==> config.mk <==
export PLATFORM = sky130hd
export DESIGN_NAME = spi_req_arbiter
export DESIGN_NICKNAME = d
export VERILOG_FILES = /design/src/rtl/spi_arb_pkg.sv /design/src/rtl/spi_tag_fifo.sv /design/src/rtl/spi_req_arbiter.sv
export SDC_FILE = /design/constraint.sdc
export NUM_CORES = 1
export LEC_CHECK = 0
export ABC_CLOCK_PERIOD_IN_PS = 2800
export CORE_ASPECT_RATIO = 1.25
export CORE_MARGIN = 2
export CORE_UTILIZATION = 37
export CTS_CLUSTER_SIZE = 12
export DETAILED_ROUTE_END_ITERATION = 6
export HOLD_SLACK_MARGIN = 0.05
export PLACE_DENSITY = 0.83
export SYNTH_ARGS = -nofsm -noshare
export SYNTH_HDL_FRONTEND = slang
export SYNTH_SLANG_ARGS = --single-unit
==> constraint.sdc <==
create_clock -name clk -period 2.8 [get_ports clk]
set_input_delay 0.42 -clock clk [delete_from_list [all_inputs] [get_ports clk]]
set_output_delay 0.42 -clock clk [all_outputs]
set_load 0.02 [all_outputs]
==> src/rtl/spi_arb_pkg.sv <==
// rtl/spi_arb_pkg.sv - shared defaults and response FSM encoding for the SPI request arbiter
package spi_arb_pkg;
  localparam int DEF_NUM_REQ   = 4;
  localparam int DEF_DATA_W    = 32;
  localparam int DEF_TAG_DEPTH = 8;

  typedef enum logic [1:0] {
    R_IDLE = 2'd0,
    R_POP  = 2'd1,
    R_DATA = 2'd2
  } rsp_state_t;
endpackage

==> src/rtl/spi_tag_fifo.sv <==
// rtl/spi_tag_fifo.sv - synchronous FIFO of requester tags awaiting an SPI response
module spi_tag_fifo #(
  parameter int DEPTH = 8,
  parameter int W     = 2,
  localparam int AW   = $clog2(DEPTH)
) (
  input  logic          clk,
  input  logic          reset,
  input  logic          push,
  input  logic [W-1:0]  push_data,
  input  logic          pop,
  output logic [W-1:0]  pop_data,
  output logic          full,
  output logic          empty,
  output logic [AW:0]   count
);
  logic [W-1:0]  mem [DEPTH];
  logic [AW-1:0] wr_ptr;
  logic [AW-1:0] rd_ptr;

  logic do_push;
  logic do_pop;

  assign full     = (count == (AW+1)'(DEPTH));
  assign empty    = (count == '0);
  assign do_push  = push && !full;
  assign do_pop   = pop && !empty;
  assign pop_data = mem[rd_ptr];

  // Storage carries no reset; only the pointers define validity.
  always_ff @(posedge clk) begin
    if (do_push) mem[wr_ptr] <= push_data;
  end

  always_ff @(posedge clk or posedge reset) begin
    if (reset) begin
      wr_ptr <= '0;
      rd_ptr <= '0;
      count  <= '0;
    end else begin
      if (do_push) wr_ptr <= wr_ptr + 1'b1;
      if (do_pop)  rd_ptr <= rd_ptr + 1'b1;
      case ({do_push, do_pop})
        2'b10:   count <= count + 1'b1;
        2'b01:   count <= count - 1'b1;
        default: count <= count;
      endcase
    end
  end
endmodule

==> src/rtl/spi_req_arbiter.sv <==
// rtl/spi_req_arbiter.sv - round-robin arbiter sharing one SPI FIFO pair, with tagged response routing
module spi_req_arbiter
  import spi_arb_pkg::*;
#(
  parameter int NUM_REQ   = DEF_NUM_REQ,
  parameter int DATA_W    = DEF_DATA_W,
  parameter int TAG_DEPTH = DEF_TAG_DEPTH,
  localparam int IDX_W    = (NUM_REQ > 1) ? $clog2(NUM_REQ) : 1,
  localparam int CNT_W    = $clog2(TAG_DEPTH) + 1
) (
  input  logic                      clk,
  input  logic                      reset,
  input  logic [NUM_REQ-1:0]        req_valid,
  input  logic [NUM_REQ-1:0]        req_lock,
  input  logic [NUM_REQ*DATA_W-1:0] req_data,
  output logic [NUM_REQ-1:0]        req_ready,
  output logic [NUM_REQ-1:0]        rsp_valid,
  output logic [DATA_W-1:0]         rsp_data,
  output logic                      wr_fifo_wrreq,
  output logic [DATA_W-1:0]         wr_fifo_data,
  input  logic                      wr_fifo_full,
  output logic                      rd_fifo_rdreq,
  input  logic [DATA_W-1:0]         rd_fifo_q,
  input  logic                      rd_fifo_empty,
  output logic [CNT_W-1:0]          outstanding,
  output logic                      err_orphan,
  input  logic                      err_clr
);
  localparam logic [NUM_REQ-1:0] ONE = NUM_REQ'(1);

  logic [IDX_W-1:0] rr_ptr;
  logic [IDX_W-1:0] winner;
  logic             accept;
  logic             tag_full;
  logic             tag_empty;
  logic             tag_pop;
  logic [IDX_W-1:0] tag_head;
  rsp_state_t       state;

  function automatic logic [IDX_W-1:0] pick(input logic [NUM_REQ-1:0] v,
                                            input logic [IDX_W-1:0]   ptr);
    logic [IDX_W-1:0] w;
    logic             found;
    int               j;
    w     = '0;
    found = 1'b0;
    for (int k = 0; k < NUM_REQ; k++) begin
      j = int'(ptr) + k;
      if (j >= NUM_REQ) j = j - NUM_REQ;
      if (!found && v[j]) begin
        found = 1'b1;
        w     = IDX_W'(j);
      end
    end
    return w;
  endfunction

  // Reset gates the combinational handshake so nothing is accepted while it is held.
  assign winner        = pick(req_valid, rr_ptr);
  assign accept        = !reset && (|req_valid) && !wr_fifo_full && !tag_full;
  assign req_ready     = accept ? (ONE << winner) : '0;
  assign wr_fifo_wrreq = accept;
  assign wr_fifo_data  = req_data[winner*DATA_W +: DATA_W];
  assign tag_pop       = (state == R_DATA) && !tag_empty;

  always_ff @(posedge clk or posedge reset) begin
    if (reset) begin
      rr_ptr <= '0;
    end else if (accept) begin
      if (req_lock[winner])                    rr_ptr <= winner;
      else if (winner == IDX_W'(NUM_REQ - 1))  rr_ptr <= '0;
      else                                     rr_ptr <= winner + 1'b1;
    end
  end

  spi_tag_fifo #(
    .DEPTH (TAG_DEPTH),
    .W     (IDX_W)
  ) u_tag_fifo (
    .clk       (clk),
    .reset     (reset),
    .push      (accept),
    .push_data (winner),
    .pop       (tag_pop),
    .pop_data  (tag_head),
    .full      (tag_full),
    .empty     (tag_empty),
    .count     (outstanding)
  );

  // A clear and a new orphan in the same cycle: the later set assignment wins.
  always_ff @(posedge clk or posedge reset) begin
    if (reset) begin
      state         <= R_IDLE;
      rd_fifo_rdreq <= 1'b0;
      rsp_valid     <= '0;
      rsp_data      <= '0;
      err_orphan    <= 1'b0;
    end else begin
      rd_fifo_rdreq <= 1'b0;
      rsp_valid     <= '0;
      if (err_clr) err_orphan <= 1'b0;
      case (state)
        R_IDLE: begin
          if (!rd_fifo_empty) begin
            state         <= R_POP;
            rd_fifo_rdreq <= 1'b1;
          end
        end
        R_POP: state <= R_DATA;
        R_DATA: begin
          state <= R_IDLE;
          if (!tag_empty) begin
            rsp_data  <= rd_fifo_q;
            rsp_valid <= ONE << tag_head;
          end else begin
            err_orphan <= 1'b1;
          end
        end
        default: state <= R_IDLE;
      endcase
    end
  end
endmodule
# After elaboration in Yosys (flattened, before gate mapping)

Memory sizes are Yosys's and may differ from the RTL's.
Index checks and enable logic that the tools add are counted.

Memories kept: 1
Bits of input ports: 173
Word-level logic and storage cells: 103
Output and inout bits: 79
Register bits: 52
Bits in writable memories: 16

Equality and inequality tests: 7
$lt $le $gt $ge: 9
Shift operators: 3
Add/sub/neg operators: 12
Multiplexer cells: 40
Bitwise gates (word level): 1
Reductions and logical operators: 21

Memories:

| memory         | words | width | read ports | clocked after memory_dff | write ports | RTL line           | source |
|---|---|---|---|---|---|---|---|
| u_tag_fifo.mem | 8     | 2     | 1          | 0                        | 1           | spi_tag_fifo.sv:17 | `logic [W-1:0] mem [DEPTH];` |

Operators by type and width:

| operator            | number |
|---|---|
| $lt 32x4->1 const B | 4 |
| $mux 32             | 4 |
| $shiftx 128x8->32   | 1 |
| $mux 1              | 19 |
| $mux 2              | 7 |
| $mux 4              | 3 |
| $sub 3x3->4 const B | 3 |
| $bmux 1 s2          | 5 |
| $ge 3x3->1 const B  | 3 |
| $logic_and 1x1->1   | 9 |
| $pmux 4 s2          | 1 |
| $shl 1x2->4 const A | 2 |
| $logic_not 1->1     | 7 |
| $add 2x2->3 const B | 2 |
| $add 3x1->3 const B | 2 |
| $eq 2x2->1 const B  | 3 |
| $add 4x1->4 const B | 1 |
| $eq 2x1->1 const B  | 2 |
| $eq 4x4->1 const B  | 1 |
| $logic_not 4->1     | 1 |
| $pmux 2 s2          | 1 |
| $reduce_or 4->1     | 1 |
| $sub 2x3->4 const B | 1 |
| $sub 4x1->4 const B | 1 |
| other kinds (9)     | 9 |

# Depth between registers and ports, before layout

Depth in word-level cells: 18
Depth in mapped cells: 12
Mapped depth without buffers: 10

# Cells and area by module

A second synthesis with hierarchy kept.

Cells, all modules: 439
Area total of the unflattened synthesis: 4070.2 um^2

Modules (own cells, without submodules):

| module          | instances | area an instance (um^2) | cells an instance | sequential area each (um^2) |
|---|---|---|---|---|
| spi_req_arbiter | 1         | 2808.9                  | 348               | 1051.0 |
| spi_tag_fifo    | 1         | 1261.2                  | 91                | 730.7 |

# Least setup slack after synthesis

No wires, ideal clock.

Kind: reg2reg
Start: register u_tag_fifo.count[1]
End: register u_tag_fifo.count[2]
Data required time: 2.664 ns
Cell stages (with the launch flop): 13
Path buffers: 3
Slack: 0.253 ns
Clock period less this slack: 2.547 ns
Arrival time: 2.411 ns
Setup time: 0.136 ns
Path through: dfrtp_1 buf_2 nor4_2 nor2_1 buf_2 buf_2 ha_1 xor2_1 ha_1 a21oi_1 xor2_1 nor2_1 xor2_1

Longest elaborated chain between the ends: 6
Elaborated cells between the ends (all ways): 14
Those cells by class: add/sub (2); eq/ne (3); mux (1); reduce/logical (8)

Ends and longest elaborated chain:

| item                                            | RTL line              | source |
|---|---|---|
| start: declaration                              | spi_tag_fifo.sv:15    | `output logic [AW:0] count` |
| start signal: assignment                        | spi_tag_fifo.sv:44    | `2'b10: count <= count + 1'b1;` |
| start signal: assignment                        | spi_tag_fifo.sv:45    | `2'b01: count <= count - 1'b1;` |
| start signal: assignment                        | spi_tag_fifo.sv:46    | `default: count <= count;` |
| $logic_not 4->1 (*)                             | spi_tag_fifo.sv:25    | `assign empty = (count == '0);` |
| $logic_not 1->1 (*)                             | spi_req_arbiter.sv:64 | `assign tag_pop = (state == R_DATA) && !tag_empty;` |
| $logic_and 1x1->1 (*)                           | spi_req_arbiter.sv:64 |  |
| net tag_pop                                     | spi_req_arbiter.sv:36 | `logic tag_pop;` |
| $logic_and 1x1->1 (*)                           | spi_tag_fifo.sv:27    | `assign do_pop = pop && !empty;` |
| $eq 2x1->1 or $eq 2x2->1 (tied branches)        | spi_tag_fifo.sv:43    | `case ({do_push, do_pop})` |
| $pmux 4 s2 or $reduce_bool 2->1 (tied branches) | n/a                   |  |

Mark *: on every way through the listed nets, which the timed path passes. The rest lies on a longest branch.
A chain may end at the register's enable or synchronous reset.

# Worst setup path in the final report

Start: input req_valid[3]
End: output wr_fifo_data[19]

Longest elaborated chain between the ends: 14
Elaborated cells between the ends (all ways): 26
Those cells by class: shift (1); mux (19); reduce/logical (6)

Ends and longest elaborated chain:

| item                                      | RTL line              | source |
|---|---|---|
| start: declaration                        | spi_req_arbiter.sv:13 | `input logic [NUM_REQ-1:0] req_valid,` |
| $bmux 1 s2                                | spi_req_arbiter.sv:50 | `if (!found && v[j]) begin` |
| $mux 1 (not written as such) (2 in a row) | spi_req_arbiter.sv:50 |  |
| $mux 1                                    | spi_req_arbiter.sv:50 |  |
| $logic_not 1->1                           | spi_req_arbiter.sv:50 |  |
| $logic_and 1x1->1                         | spi_req_arbiter.sv:50 |  |
| $mux 1                                    | spi_req_arbiter.sv:50 |  |
| $logic_not 1->1                           | spi_req_arbiter.sv:50 |  |
| $logic_and 1x1->1                         | spi_req_arbiter.sv:50 |  |
| $mux 1                                    | spi_req_arbiter.sv:50 |  |
| $logic_not 1->1                           | spi_req_arbiter.sv:50 |  |
| $logic_and 1x1->1                         | spi_req_arbiter.sv:50 |  |
| $mux 2 (*)                                | spi_req_arbiter.sv:50 |  |
| $shiftx 128x8->32 (*)                     | spi_req_arbiter.sv:63 | `assign wr_fifo_data = req_data[winner*DATA_W +: DATA_W];` |
| end: declaration                          | spi_req_arbiter.sv:20 | `output logic [DATA_W-1:0] wr_fifo_data,` |

Mark *: on every way between the ends. The rest lies on a longest branch, timed or not. The select of a mux whose other input is x is not followed.

==> results.sh <==
export IMPL_tightest_slew_ns=0.642
export IMPL_mostFrequentLayoutCells="211 x clkdlybuf4s50_1, 99 x mux2i_1, 52 x dfrtp_1"
export IMPL_gp_congestion=0.913
export IMPL_syn2layout_area_growth_pct=75.3
export IMPL_final_hold_viol_count=0
export IMPL_maxCapViolCount=0
export IMPL_final_common_cell="clkdlybuf4s50_1"
export IMPL_die_h_um=121
export IMPL_worstPathMaxFanout=6
export IMPL_use_met2_pct=42.8
export IMPL_syn_inst=321
export IMPL_power_density_mw_per_mm2=905
export IMPL_use_met3_pct=6.71
export IMPL_place_ws_ns=-0.340
export IMPL_cp_arrival_ns=2.29
export IMPL_status="complete, no violations"
export IMPL_max_slew_margin_pct=57.2
export IMPL_grt_max_degree=53
export IMPL_cts_tree="done"
export IMPL_crit_type="in -> out"
export IMPL_end_kind="primary output"
export IMPL_io_buffers=251
export IMPL_die_w_um=97.4
export IMPL_grt_pass1_vias=3906
export IMPL_synth_cell_type_count=46
export IMPL_overflow=0
export IMPL_antenna_found_initial=0
export IMPL_clk_latency_ns=0.33
export IMPL_finClkSkew_ns=0.00417
export IMPL_cts_buffers_inserted=9
export IMPL_required_ns=2.38
export IMPL_gr_max_usage_layer="met2"
export IMPL_io_pins=252
export IMPL_core_area_sq_mm=0.0106
export IMPL_rsz0062_at_grt="no"
export IMPL_grt_use_met1_pct=22.6
export IMPL_postCtsHoldBufs=0
export IMPL_wl_mm=12.9
export IMPL_dpl_hpwl_mm=10.3
export IMPL_n_antenna_cell=0
export IMPL_hold_slack_ns=0.468
export IMPL_start_util_pct=38.0
export IMPL_fmax_mhz=369
export IMPL_synth_edff_count=16
export IMPL_yosysSeqAreaShare_pct=44.1
export IMPL_hold_path_class="reg -> reg"
export IMPL_wl_per_cell_um=17.7
export IMPL_cellLeakagePower_nw=3.07
export IMPL_drv_slew=0
export IMPL_vdd_drop_max_uv=402
export IMPL_dr_pass1_iters=4
export IMPL_die_area_sq_mm=0.0118
export IMPL_final_layout_size_suffix_gt1_share_pct=20.2
export IMPL_clock_sinks=68
export IMPL_core_rowCount=42
export IMPL_nets=777
export IMPL_period_share_pct=96.7
export IMPL_via_count=3695
export IMPL_ys_ff_latch=68
export IMPL_yosysWarnings=0
export IMPL_grt_usage_pct=22.2
export IMPL_postSynth_asyncResetShare_pct=76.5
export IMPL_htree_num_levels=3
export IMPL_clk_path_buf_depth=2
export IMPL_dominantRegCellSynth="dfrtp_1"
export IMPL_syn_area_per_cell_sq_um=12.6
export IMPL_grt_first_pass_wirelength_mm=20.3
export IMPL_syn_nets=503
export IMPL_netlist_area_sq_mm=0.00404
export IMPL_viasPerCell=5.05
export IMPL_start_kind="input pin"
export IMPL_drc=0
export IMPL_clk_pin_slew_worst_paths_ns=0.05
export IMPL_setup_violations=0
export IMPL_drtIter0Drc=152
export IMPL_postRouteAntennaNets=0
export IMPL_period_needed_ns=2.71
export IMPL_layout_setup_ws_ns=0.0929
export IMPL_clockRootBuffer="clkbuf_16"
==> cells in the mapped netlist (all sizes together) (3+ instances only) <==
cell / number / area share (%)
mux2i: 99 / 25
dfrtp: 52 / 32
mux2: 35 / 9.8
buf: 21 / 3.8
nand2: 17 / 1.6
edfxtp: 16 / 12
ha: 9 / 2.8
inv: 7 / 0.65
nor2: 7 / 0.65
and2: 5 / 0.84
xor2: 5 / 1.1
a21oi: 4 / 0.50
mux4: 4 / 2.2
nor3: 4 / 0.50
nor4: 4 / 0.77
xnor2: 4 / 0.87
nor4b: 3 / 0.65
==> registers in the layout (all words and copies together) (netlist names) <==
name / cells
rsp_data: 32
u_tag_fifo.mem: 16
rsp_valid: 4
u_tag_fifo.count: 4
u_tag_fifo.rd_ptr: 3
u_tag_fifo.wr_ptr: 3
rr_ptr: 2
state: 2
err_orphan: 1
rd_fifo_rdreq: 1
==> critical path, cell delays in order <==
cell	delay, ns
clkdlybuf4s50_1	0.47
a221o_1	0.31
and2_4	0.18
buf_4	0.15
buf_4	0.16
mux2i_1	0.12
mux2i_1	0.15
clkdlybuf4s15_2	0.32
==> power by group <==
part	internal [mW]	total [mW]	switching [mW]
sequential	1.40	1.71	0.310
clock	0.698	1.09	0.395
combinational	1.88	3.60	1.72
==> worst paths after layout <==
path | from | end | slack, ns | cells past startpoint
worst max-delay path | req_valid[3] | wr_fifo_data[19] | 0.09 | 8
worst min-delay path | state[0] | rd_fifo_rdreq | 0.47 | 1
worst max register to register | u_tag_fifo.count[3] | u_tag_fifo.count[2] | 0.29 | 10
worst min register to register | state[0] | rd_fifo_rdreq | 0.47 | 1
max in group asynchronous | reset | rsp_data[1] | 1.67 | 4
min in group asynchronous | reset | u_tag_fifo.count[0] | 0.69 | 4
==> area by class of cell <==
type	instances	area, sq um
fillers	815	3540
repair buffers	284	2710
multi-input cells	225	2100
flip-flops and latches	68	1780
clock buffers	13	282
well taps	132	165
inverters	7	26.3
clock inverters	3	16.3
==> metal layers <==
layer / routed length (um) / part of all wire [%]
met1: 4530 / 35
met2: 7020 / 54
met3: 1120 / 8.6
met4: 257 / 2.0
met5: 0 / 0
==> per-stage QoR <==
| stage | power, mW | cell area, sq um | TNS (ns) | instances | util, % |
|---|---|---|---|---|---|
| 5_1_grt | 6.75 | 7080 | 0 | 732 | 66.7 |
| 2_1_floorplan | 3.76 | 4040 | 0 | 321 | - |
| 6_report | 6.40 | 7080 | 0 | 732 | 66.7 |
| 3_3_place_gp | 5.28 | 6790 | -8.85 | 710 | 64.0 |
| 3_5_place_dp | 5.39 | 6790 | -9.93 | 710 | 64.0 |
| 4_1_cts | 6.48 | 7120 | -0.0185 | 732 | 67.1 |
==> what timing repair did <==
| action | CTS | global route |
|---|---|---|
| cloned | 1 | 0 |
| endpoints found under the hold margin | 0 | 0 |
| gates resized for setup | 99 | 15 |
| pin swaps | 1 | 2 |
| endpoints found under the setup margin | 37 | 32 |
| setup buffers | 5 | 0 |
==> cell families after synthesis <==
| family | share of synthesized area (%) |
|---|---|
| compound gates | 2.98 |
| xor+xnor | 1.95 |
| fa+ha+maj | 2.79 |
| buf+inv | 4.40 |
| flops | 44.1 |
| mux | 36.5 |
| simple gates | 7.19 |
Power figures use the tool's default switching activity.
